$ cat config.mk
export PLATFORM = sky130hd
export DESIGN_NAME = mesh_ruche_stitch_reg_flat
export DESIGN_NICKNAME = d
export VERILOG_FILES = /design/src/rtl/mesh_ruche_stitch_reg_if.sv /design/src/rtl/mesh_ruche_stitch_reg.sv /design/src/flat_wrapper.sv
export SDC_FILE = /design/constraint.sdc
export NUM_CORES = 1
export LEC_CHECK = 0
export ABC_AREA = 1
export CORE_AREA = 4 4 503 505
export DETAILED_ROUTE_END_ITERATION = 10
export DIE_AREA = 0 0 507 509
export SLEW_MARGIN = 15
export SYNTH_ARGS = -nofsm -noshare
export SYNTH_HDL_FRONTEND = slang
export SYNTH_SLANG_ARGS = --single-unit
$ cat constraint.sdc
create_clock -name clk_i -period 1.5 [get_ports clk_i]
set_input_delay 0.3 -clock clk_i [delete_from_list [all_inputs] [get_ports clk_i]]
set_output_delay 0.3 -clock clk_i [all_outputs]
set_load 0.01 [all_outputs]
$ cat src/rtl/mesh_ruche_stitch_reg_if.sv
// ============================================================================
//  Module      : mesh_ruche_stitch_reg_if
//  Description : Bundle of every link that the stitch fabric joins. It holds
//                the tile-side mesh/ruche buses and the array-boundary
//                mesh/ruche buses. The names follow the stitch block's point
//                of view: *_i is consumed by the stitch block and *_o is
//                produced by it.
//                  slave  : the stitch block (reads *_i, drives *_o)
//                  master : the tile array and its boundary (drives *_i)
//                Mesh direction index : W=1, E=2, N=3, S=4
//                Ruche side index     : W=1, E=2
//  Revision    : 1.0  initial release
// ============================================================================
`default_nettype none

interface mesh_ruche_stitch_reg_if #(
    parameter int width_p        = 8,
    parameter int ruche_width_p  = 8,
    parameter int x_max_p        = 3,
    parameter int y_max_p        = 2,
    parameter int ruche_factor_p = 3
) ();

    // Tile mesh links: [row][col][dir]
    logic [width_p-1:0]       outs_i       [y_max_p][x_max_p][4:1];
    logic [width_p-1:0]       ins_o        [y_max_p][x_max_p][4:1];
    // Boundary mesh links, west/east: [side][row]
    logic [width_p-1:0]       hor_i        [2:1][y_max_p];
    logic [width_p-1:0]       hor_o        [2:1][y_max_p];
    // Boundary mesh links, north/south: [side][col]
    logic [width_p-1:0]       ver_i        [4:3][x_max_p];
    logic [width_p-1:0]       ver_o        [4:3][x_max_p];
    // Tile ruche links: [row][col][lane][side]
    logic [ruche_width_p-1:0] ruche_outs_i [y_max_p][x_max_p][ruche_factor_p][2:1];
    logic [ruche_width_p-1:0] ruche_ins_o  [y_max_p][x_max_p][ruche_factor_p][2:1];
    // Boundary ruche links: [side][row][lane]
    logic [ruche_width_p-1:0] ruche_i      [2:1][y_max_p][ruche_factor_p];
    logic [ruche_width_p-1:0] ruche_o      [2:1][y_max_p][ruche_factor_p];

    modport slave (
        input  outs_i, hor_i, ver_i, ruche_outs_i, ruche_i,
        output ins_o,  hor_o, ver_o, ruche_ins_o,  ruche_o
    );

    modport master (
        output outs_i, hor_i, ver_i, ruche_outs_i, ruche_i,
        input  ins_o,  hor_o, ver_o, ruche_ins_o,  ruche_o
    );

endinterface

`default_nettype wire

$ cat src/rtl/mesh_ruche_stitch_reg.sv
// ============================================================================
//  Module      : mesh_ruche_stitch_reg
//  Description : Wiring fabric for an x_max_p by y_max_p tile array. It joins
//                each tile's mesh links and half-ruche-X links to its
//                neighbours or to the array boundary. Only the east edge is
//                retimed by one register stage. Every other path is pure
//                wiring.
//  Ports       : clk_i    - single clock
//                reset_i  - synchronous, active-low reset (east registers)
//                link_if  - mesh_ruche_stitch_reg_if.slave carrying
//                           outs_i/ins_o, hor_i/hor_o, ver_i/ver_o,
//                           ruche_outs_i/ruche_ins_o, ruche_i/ruche_o
//  Options     : MESH_STITCH_RUCHE_INVERT_EN - when defined and
//                ruche_factor_p is even, ruche hops from odd source lanes
//                carry inverted data. This applies to interior hops and to
//                both east registered paths. West-edge ruche is never
//                inverted.
//  Revision    : 1.0  initial release
// ============================================================================
`default_nettype none

module mesh_ruche_stitch_reg #(
    parameter int width_p        = 8,
    parameter int ruche_width_p  = 8,
    parameter int x_max_p        = 3,
    parameter int y_max_p        = 2,
    parameter int ruche_factor_p = 3
) (
    input  logic                     clk_i,
    input  logic                     reset_i,
    mesh_ruche_stitch_reg_if.slave   link_if
);

    localparam int c_W = 1;
    localparam int c_E = 2;
    localparam int c_N = 3;
    localparam int c_S = 4;
    localparam int c_R = ruche_factor_p;

`ifdef MESH_STITCH_RUCHE_INVERT_EN
    // Alternate-stage inverting repeaters only line up with an even lane count.
    localparam bit c_INV_EN = ((ruche_factor_p % 2) == 0);
`else
    localparam bit c_INV_EN = 1'b0;
`endif

    // ------------------------------------------------------------------------
    // East-edge retiming registers.
    // The ruche registers are indexed by destination lane, so the rotation
    // and any inversion happen on the _d side, before the flop.
    // ------------------------------------------------------------------------
    logic [width_p-1:0]       he_out_d [y_max_p];
    logic [width_p-1:0]       he_out_q [y_max_p];
    logic [width_p-1:0]       he_in_d  [y_max_p];
    logic [width_p-1:0]       he_in_q  [y_max_p];
    logic [ruche_width_p-1:0] ro_e_d   [y_max_p][ruche_factor_p];
    logic [ruche_width_p-1:0] ro_e_q   [y_max_p][ruche_factor_p];
    logic [ruche_width_p-1:0] ri_e_d   [y_max_p][ruche_factor_p];
    logic [ruche_width_p-1:0] ri_e_q   [y_max_p][ruche_factor_p];

    always_ff @(posedge clk_i) begin
        if (!reset_i) begin
            for (int r = 0; r < y_max_p; r++) begin
                he_out_q[r] <= '0;
                he_in_q[r]  <= '0;
                for (int l = 0; l < ruche_factor_p; l++) begin
                    ro_e_q[r][l] <= '0;
                    ri_e_q[r][l] <= '0;
                end
            end
        end else begin
            for (int r = 0; r < y_max_p; r++) begin
                he_out_q[r] <= he_out_d[r];
                he_in_q[r]  <= he_in_d[r];
                for (int l = 0; l < ruche_factor_p; l++) begin
                    ro_e_q[r][l] <= ro_e_d[r][l];
                    ri_e_q[r][l] <= ri_e_d[r][l];
                end
            end
        end
    end

    // ------------------------------------------------------------------------
    // Mesh links, one tile at a time. Each direction takes either the
    // neighbour's facing output or the boundary. With a single row or
    // column, both sides fall through to the boundary branch.
    // ------------------------------------------------------------------------
    for (genvar r = 0; r < y_max_p; r++) begin : g_mrow
        for (genvar c = 0; c < x_max_p; c++) begin : g_mcol
            if (c > 0) begin : g_w_int
                assign link_if.ins_o[r][c][c_W] = link_if.outs_i[r][c-1][c_E];
            end else begin : g_w_edge
                assign link_if.ins_o[r][c][c_W] = link_if.hor_i[c_W][r];
            end

            if (c < x_max_p - 1) begin : g_e_int
                assign link_if.ins_o[r][c][c_E] = link_if.outs_i[r][c+1][c_W];
            end else begin : g_e_edge
                assign link_if.ins_o[r][c][c_E] = he_in_q[r];
            end

            if (r > 0) begin : g_n_int
                assign link_if.ins_o[r][c][c_N] = link_if.outs_i[r-1][c][c_S];
            end else begin : g_n_edge
                assign link_if.ins_o[r][c][c_N] = link_if.ver_i[c_N][c];
            end

            if (r < y_max_p - 1) begin : g_s_int
                assign link_if.ins_o[r][c][c_S] = link_if.outs_i[r+1][c][c_N];
            end else begin : g_s_edge
                assign link_if.ins_o[r][c][c_S] = link_if.ver_i[c_S][c];
            end
        end

        // West boundary is direct. East boundary goes through the registers.
        assign he_out_d[r]             = link_if.outs_i[r][x_max_p-1][c_E];
        assign he_in_d[r]              = link_if.hor_i[c_E][r];
        assign link_if.hor_o[c_W][r]   = link_if.outs_i[r][0][c_W];
        assign link_if.hor_o[c_E][r]   = he_out_q[r];
    end

    for (genvar c = 0; c < x_max_p; c++) begin : g_vcol
        assign link_if.ver_o[c_N][c] = link_if.outs_i[0][c][c_N];
        assign link_if.ver_o[c_S][c] = link_if.outs_i[y_max_p-1][c][c_S];
    end

    // ------------------------------------------------------------------------
    // Ruche links. Each eastward hop moves lane l to lane l+1, and each
    // westward hop moves lane l to lane l-1 (mod R). For every destination
    // lane, exactly one source lane feeds it, so every output element has a
    // single driver. The mask is all ones only for odd source lanes with
    // inversion enabled. Otherwise it is zero and the XOR is plain wiring.
    // ------------------------------------------------------------------------
    for (genvar r = 0; r < y_max_p; r++) begin : g_rrow
        for (genvar l = 0; l < ruche_factor_p; l++) begin : g_lane
            localparam int c_UP = (l + 1) % c_R;
            localparam int c_DN = (l + c_R - 1) % c_R;
            localparam logic [ruche_width_p-1:0] c_MASK =
                {ruche_width_p{c_INV_EN && ((l % 2) == 1)}};

            // West edge: direct, no rotation, never inverted.
            assign link_if.ruche_o[c_W][r][l]       = link_if.ruche_outs_i[r][0][l][c_W];
            assign link_if.ruche_ins_o[r][0][l][c_W] = link_if.ruche_i[c_W][r][l];

            // East edge: rotate and (optionally) invert before the register.
            assign ro_e_d[r][c_UP] = link_if.ruche_outs_i[r][x_max_p-1][l][c_E] ^ c_MASK;
            assign ri_e_d[r][c_DN] = link_if.ruche_i[c_E][r][l] ^ c_MASK;
            assign link_if.ruche_o[c_E][r][l]                 = ro_e_q[r][l];
            assign link_if.ruche_ins_o[r][x_max_p-1][l][c_E]  = ri_e_q[r][l];

            // Interior hops between column c and c+1.
            for (genvar c = 0; c < x_max_p - 1; c++) begin : g_hop
                assign link_if.ruche_ins_o[r][c+1][c_UP][c_W] =
                    link_if.ruche_outs_i[r][c][l][c_E] ^ c_MASK;
                assign link_if.ruche_ins_o[r][c][c_DN][c_E] =
                    link_if.ruche_outs_i[r][c+1][l][c_W] ^ c_MASK;
            end
        end
    end

endmodule

`default_nettype wire

$ cat src/flat_wrapper.sv
// flat-port wrapper written by rule: the top's interface ports become plain ports
module mesh_ruche_stitch_reg_flat 
#(
    parameter int width_p        = 8,
    parameter int ruche_width_p  = 8,
    parameter int x_max_p        = 3,
    parameter int y_max_p        = 2,
    parameter int ruche_factor_p = 3
)
  (clk_i, reset_i, link_if_outs_i, link_if_hor_i, link_if_ver_i, link_if_ruche_outs_i, link_if_ruche_i, link_if_ins_o, link_if_hor_o, link_if_ver_o, link_if_ruche_ins_o, link_if_ruche_o);
  mesh_ruche_stitch_reg_if #(.width_p(width_p), .ruche_width_p(ruche_width_p), .x_max_p(x_max_p), .y_max_p(y_max_p), .ruche_factor_p(ruche_factor_p)) link_if_i ();
  input  logic clk_i;
  input  logic reset_i;
  input wire logic [$bits(link_if_i.outs_i)-1:0] link_if_outs_i;
  input wire logic [$bits(link_if_i.hor_i)-1:0] link_if_hor_i;
  input wire logic [$bits(link_if_i.ver_i)-1:0] link_if_ver_i;
  input wire logic [$bits(link_if_i.ruche_outs_i)-1:0] link_if_ruche_outs_i;
  input wire logic [$bits(link_if_i.ruche_i)-1:0] link_if_ruche_i;
  output wire logic [$bits(link_if_i.ins_o)-1:0] link_if_ins_o;
  output wire logic [$bits(link_if_i.hor_o)-1:0] link_if_hor_o;
  output wire logic [$bits(link_if_i.ver_o)-1:0] link_if_ver_o;
  output wire logic [$bits(link_if_i.ruche_ins_o)-1:0] link_if_ruche_ins_o;
  output wire logic [$bits(link_if_i.ruche_o)-1:0] link_if_ruche_o;
  assign link_if_i.outs_i = {>>{link_if_outs_i}};
  assign link_if_i.hor_i = {>>{link_if_hor_i}};
  assign link_if_i.ver_i = {>>{link_if_ver_i}};
  assign link_if_i.ruche_outs_i = {>>{link_if_ruche_outs_i}};
  assign link_if_i.ruche_i = {>>{link_if_ruche_i}};
  assign link_if_ins_o = {>>{link_if_i.ins_o}};
  assign link_if_hor_o = {>>{link_if_i.hor_o}};
  assign link_if_ver_o = {>>{link_if_i.ver_o}};
  assign link_if_ruche_ins_o = {>>{link_if_i.ruche_ins_o}};
  assign link_if_ruche_o = {>>{link_if_i.ruche_o}};
  mesh_ruche_stitch_reg #(.width_p(width_p), .ruche_width_p(ruche_width_p), .x_max_p(x_max_p), .y_max_p(y_max_p), .ruche_factor_p(ruche_factor_p)) u_core (.clk_i(clk_i), .reset_i(reset_i), .link_if(link_if_i));
endmodule
==> results.sh <==
export IMPL_status="finished with violations"
export IMPL_violations="negative setup slack"
export IMPL_cts_buffers=17
export IMPL_io_buffers=257
export IMPL_wl_per_cell_microns=37.8
export IMPL_vias=4596
export IMPL_worst_slack_ns=-0.00716
export IMPL_path_max_fanout=1
export IMPL_cts_root_buf="clkbuf_16"
export IMPL_worstHoldStart="reset_i"
export IMPL_cts_tree="done"
export IMPL_core_sq_mm=0.248
export IMPL_maxSlewViolCount=0
export IMPL_grtUsageMet2=0.161
export IMPL_p_per_area_mw_per_mm2=844
export IMPL_postCtsSetupBuffers=0
export IMPL_initial_core_util=0.0308
export IMPL_whs_path_depth=4
export IMPL_layout_drive_gt1_share=0.0858
export IMPL_switching_share=0.310
export IMPL_setup_viol=1
export IMPL_fillerInstances=29500
export IMPL_grtUsageMet1=0.0250
export IMPL_cts_max_level=4
export IMPL_crit_path_max_incr_delay_ns=0.50
export IMPL_yosys_area_share_simple=0.0629
export IMPL_syn_num_nets=1584
export IMPL_slew_headroom=0.762
export IMPL_gp_congestion=0.928
export IMPL_irDropWorstVdd_mv=0.809
export IMPL_min_path_type="input pin to flop"
export IMPL_pwr_share_seq=0.400
export IMPL_p_sw_mw=2.83
export IMPL_cp_data_required_time_ns=1.20
export IMPL_fin_nets=1321
export IMPL_ys_seq_elements=128
export IMPL_clock_fmax_ghz=0.664
export IMPL_die_y_microns=509
export IMPL_crit_arrival_ns=1.21
export IMPL_first_iter_violations=175
export IMPL_cts_sinks=128
export IMPL_vias_per_cell=1.15
export IMPL_drc=0
export IMPL_antenna_found_initial=15
export IMPL_cpMaxStageDelayCell="dfxtp_4"
export IMPL_end_kind="output port"
export IMPL_met3_usage=0.246
export IMPL_synth_area_sq_mm=0.00764
export IMPL_synth_compound_area_frac=0
export IMPL_yosysSeqAreaShare=0.335
export IMPL_dp_cells=3974
export IMPL_period_needed_ns=1.51
export IMPL_fin_cells=4007
export IMPL_synth_cell_types=5
export IMPL_avgSynthCellArea_sq_um=8.25
export IMPL_pwr_share_clk=0.491
export IMPL_cp_top_family="flip-flops"
export IMPL_cts_path_max_buffers=2
export IMPL_yosys_area_share_xor_xnor=0
export IMPL_grt_busiest_layer="met3"
export IMPL_p_leak_nw=3.97
export IMPL_combPwrFrac=0.109
export IMPL_critical_path_class="flop to output port"
export IMPL_p_int_mw=6.29
export IMPL_min_period_over_period=1.00
export IMPL_synth_warnings=0
export IMPL_first_pass_iters=4
export IMPL_tightest_slew_ns=0.357
export IMPL_track_usage=0.114
export IMPL_clk_pin_slew_ns=0.10
export IMPL_grt_max_degree=67
export IMPL_synth_area_mux_share=0
export IMPL_first_global_vias=4684
export IMPL_num_io_pins=1314
export IMPL_hold_buffers=0
export IMPL_final_core_util=0.0435
export IMPL_cp_num_buf_inv=1
export IMPL_ant_nets=0
export IMPL_min_to="u_core.ri_e_q[1][14]"
export IMPL_maxCapViolCount=0
export IMPL_synth_top_family_by_area="buffers and inverters"
export IMPL_grt_remaining_overflow=0
export IMPL_grt_setup_unrepaired="yes"
export IMPL_grt_pass1_wl_mm=161
export IMPL_syn_to_final_growth_pct=41.3
export IMPL_dp_hpwl_mm=144
export IMPL_dieArea_sq_mm=0.258
export IMPL_wirelength_mm=151
export IMPL_die_x_microns=507
export IMPL_synthCells=926
export IMPL_hold_violations=0
export IMPL_path_cells="buf_6"
export IMPL_synth_fa_ha_area_frac=0
export IMPL_fp_row_count=183
export IMPL_start_kind="flop"
-- layer usage --
metal,up-vias,routed length (microns)
met5,-,167
met4,4,8320
met3,323,69500
met2,1040,60900
met1,1626,12500
li1,1603,-
-- area by class of cell --
cell class,count,area (sq um),share of cell area
well taps,3330,4170,0.386
flip-flops and latches,128,2580,0.239
repair buffers,260,2530,0.235
multi-input cells,128,480,0.0445
inverters,128,480,0.0445
clock buffers,17,425,0.0394
clock inverters,15,125,0.0116
diodes,1,2.50,0.000232
-- state kept, by name (all words and copies together) (netlist names) --
| name | flops |
|---|---|
| u_core.ri_e_q | 48 |
| u_core.ro_e_q | 48 |
| u_core.he_in_q | 16 |
| u_core.he_out_q | 16 |
-- layout by cell type (no fill, tap or decap), drive strengths merged --
master / netlist / routed
clkinv: 0 / 5
dlygate4sd2: 0 / 100
clkdlybuf4s15: 0 / 18
nand2: 128 / 128
dfxtp: 128 / 128
buf: 542 / 14
clkdlybuf4s50: 0 / 128
inv: 128 / 135
clkinvlp: 0 / 3
diode: 0 / 1
clkbuf: 0 / 17
-- how the worst max path moves through the flow --
stage,from,to,slack (ns),cells after the start
finish,u_core.ri_e_q[0][7],link_if_ruche_ins_o[159],-0.007,1
global route,u_core.ri_e_q[0][4],link_if_ruche_ins_o[156],-0.13,1
CTS,u_core.ri_e_q[0][4],link_if_ruche_ins_o[156],-0.16,1
global placement,u_core.ri_e_q[0][7],link_if_ruche_ins_o[159],-0.45,1
detailed placement,u_core.ri_e_q[0][7],link_if_ruche_ins_o[159],-0.46,1
floorplan,reset_i,u_core.ri_e_q[0][10],0.74,4
-- stage by stage --
step | area [sq um] | TNS (ns) | total power, mW | hold slack, ns | worst slack, ns
after floorplan | 7640 | 0 | 5.44 | 0.393 | 0.743
after global placement | 10300 | -1.24 | 4.86 | 0.600 | -0.445
after detailed placement | 10300 | -1.25 | 4.87 | 0.600 | -0.460
after CTS | 10800 | -0.444 | 9.63 | 0.124 | -0.162
after global routing | 10800 | -0.344 | 9.74 | 0.176 | -0.129
final | 10800 | -0.00716 | 9.12 | 0.213 | -0.00716
-- timing repair --
| item | 4_1_cts | 5_1_grt |
|---|---|---|
| endpoints found under the setup margin | 123 | 4 |
| cloned | 0 | 0 |
| resized for setup | 177 | 1 |
-- power groups by stage --
| stage | Clock, mW | Combinational, mW | Sequential [mW] |
|---|---|---|---|
| 3_3_place_gp | 0 | 1.12 | 3.74 |
| 3_5_place_dp | 0 | 1.12 | 3.75 |
| 2_1_floorplan | 0 | 1.64 | 3.80 |
| 4_1_cts | 4.95 | 1.02 | 3.66 |
| 5_1_grt | 4.99 | 1.07 | 3.68 |
| 6_report | 4.47 | 0.992 | 3.65 |
-- cells in the mapped netlist --
| library cell | count | area share |
|---|---|---|
| buf_4 | 529 | 0.52 |
| dfxtp_1 | 128 | 0.34 |
| inv_1 | 128 | 0.063 |
| nand2_1 | 128 | 0.063 |
| buf_6 | 13 | 0.019 |
-- kinds of logic (layout without fill, tap and decap cells) --
| logic type | Yosys count | in the layout |
|---|---|---|
| buffers and inverters | 670 | 420 |
| flip-flops | 128 | 128 |
| other | 0 | 1 |
| AND/OR/NAND/NOR | 128 | 128 |
(Power assumes the default switching activity.)
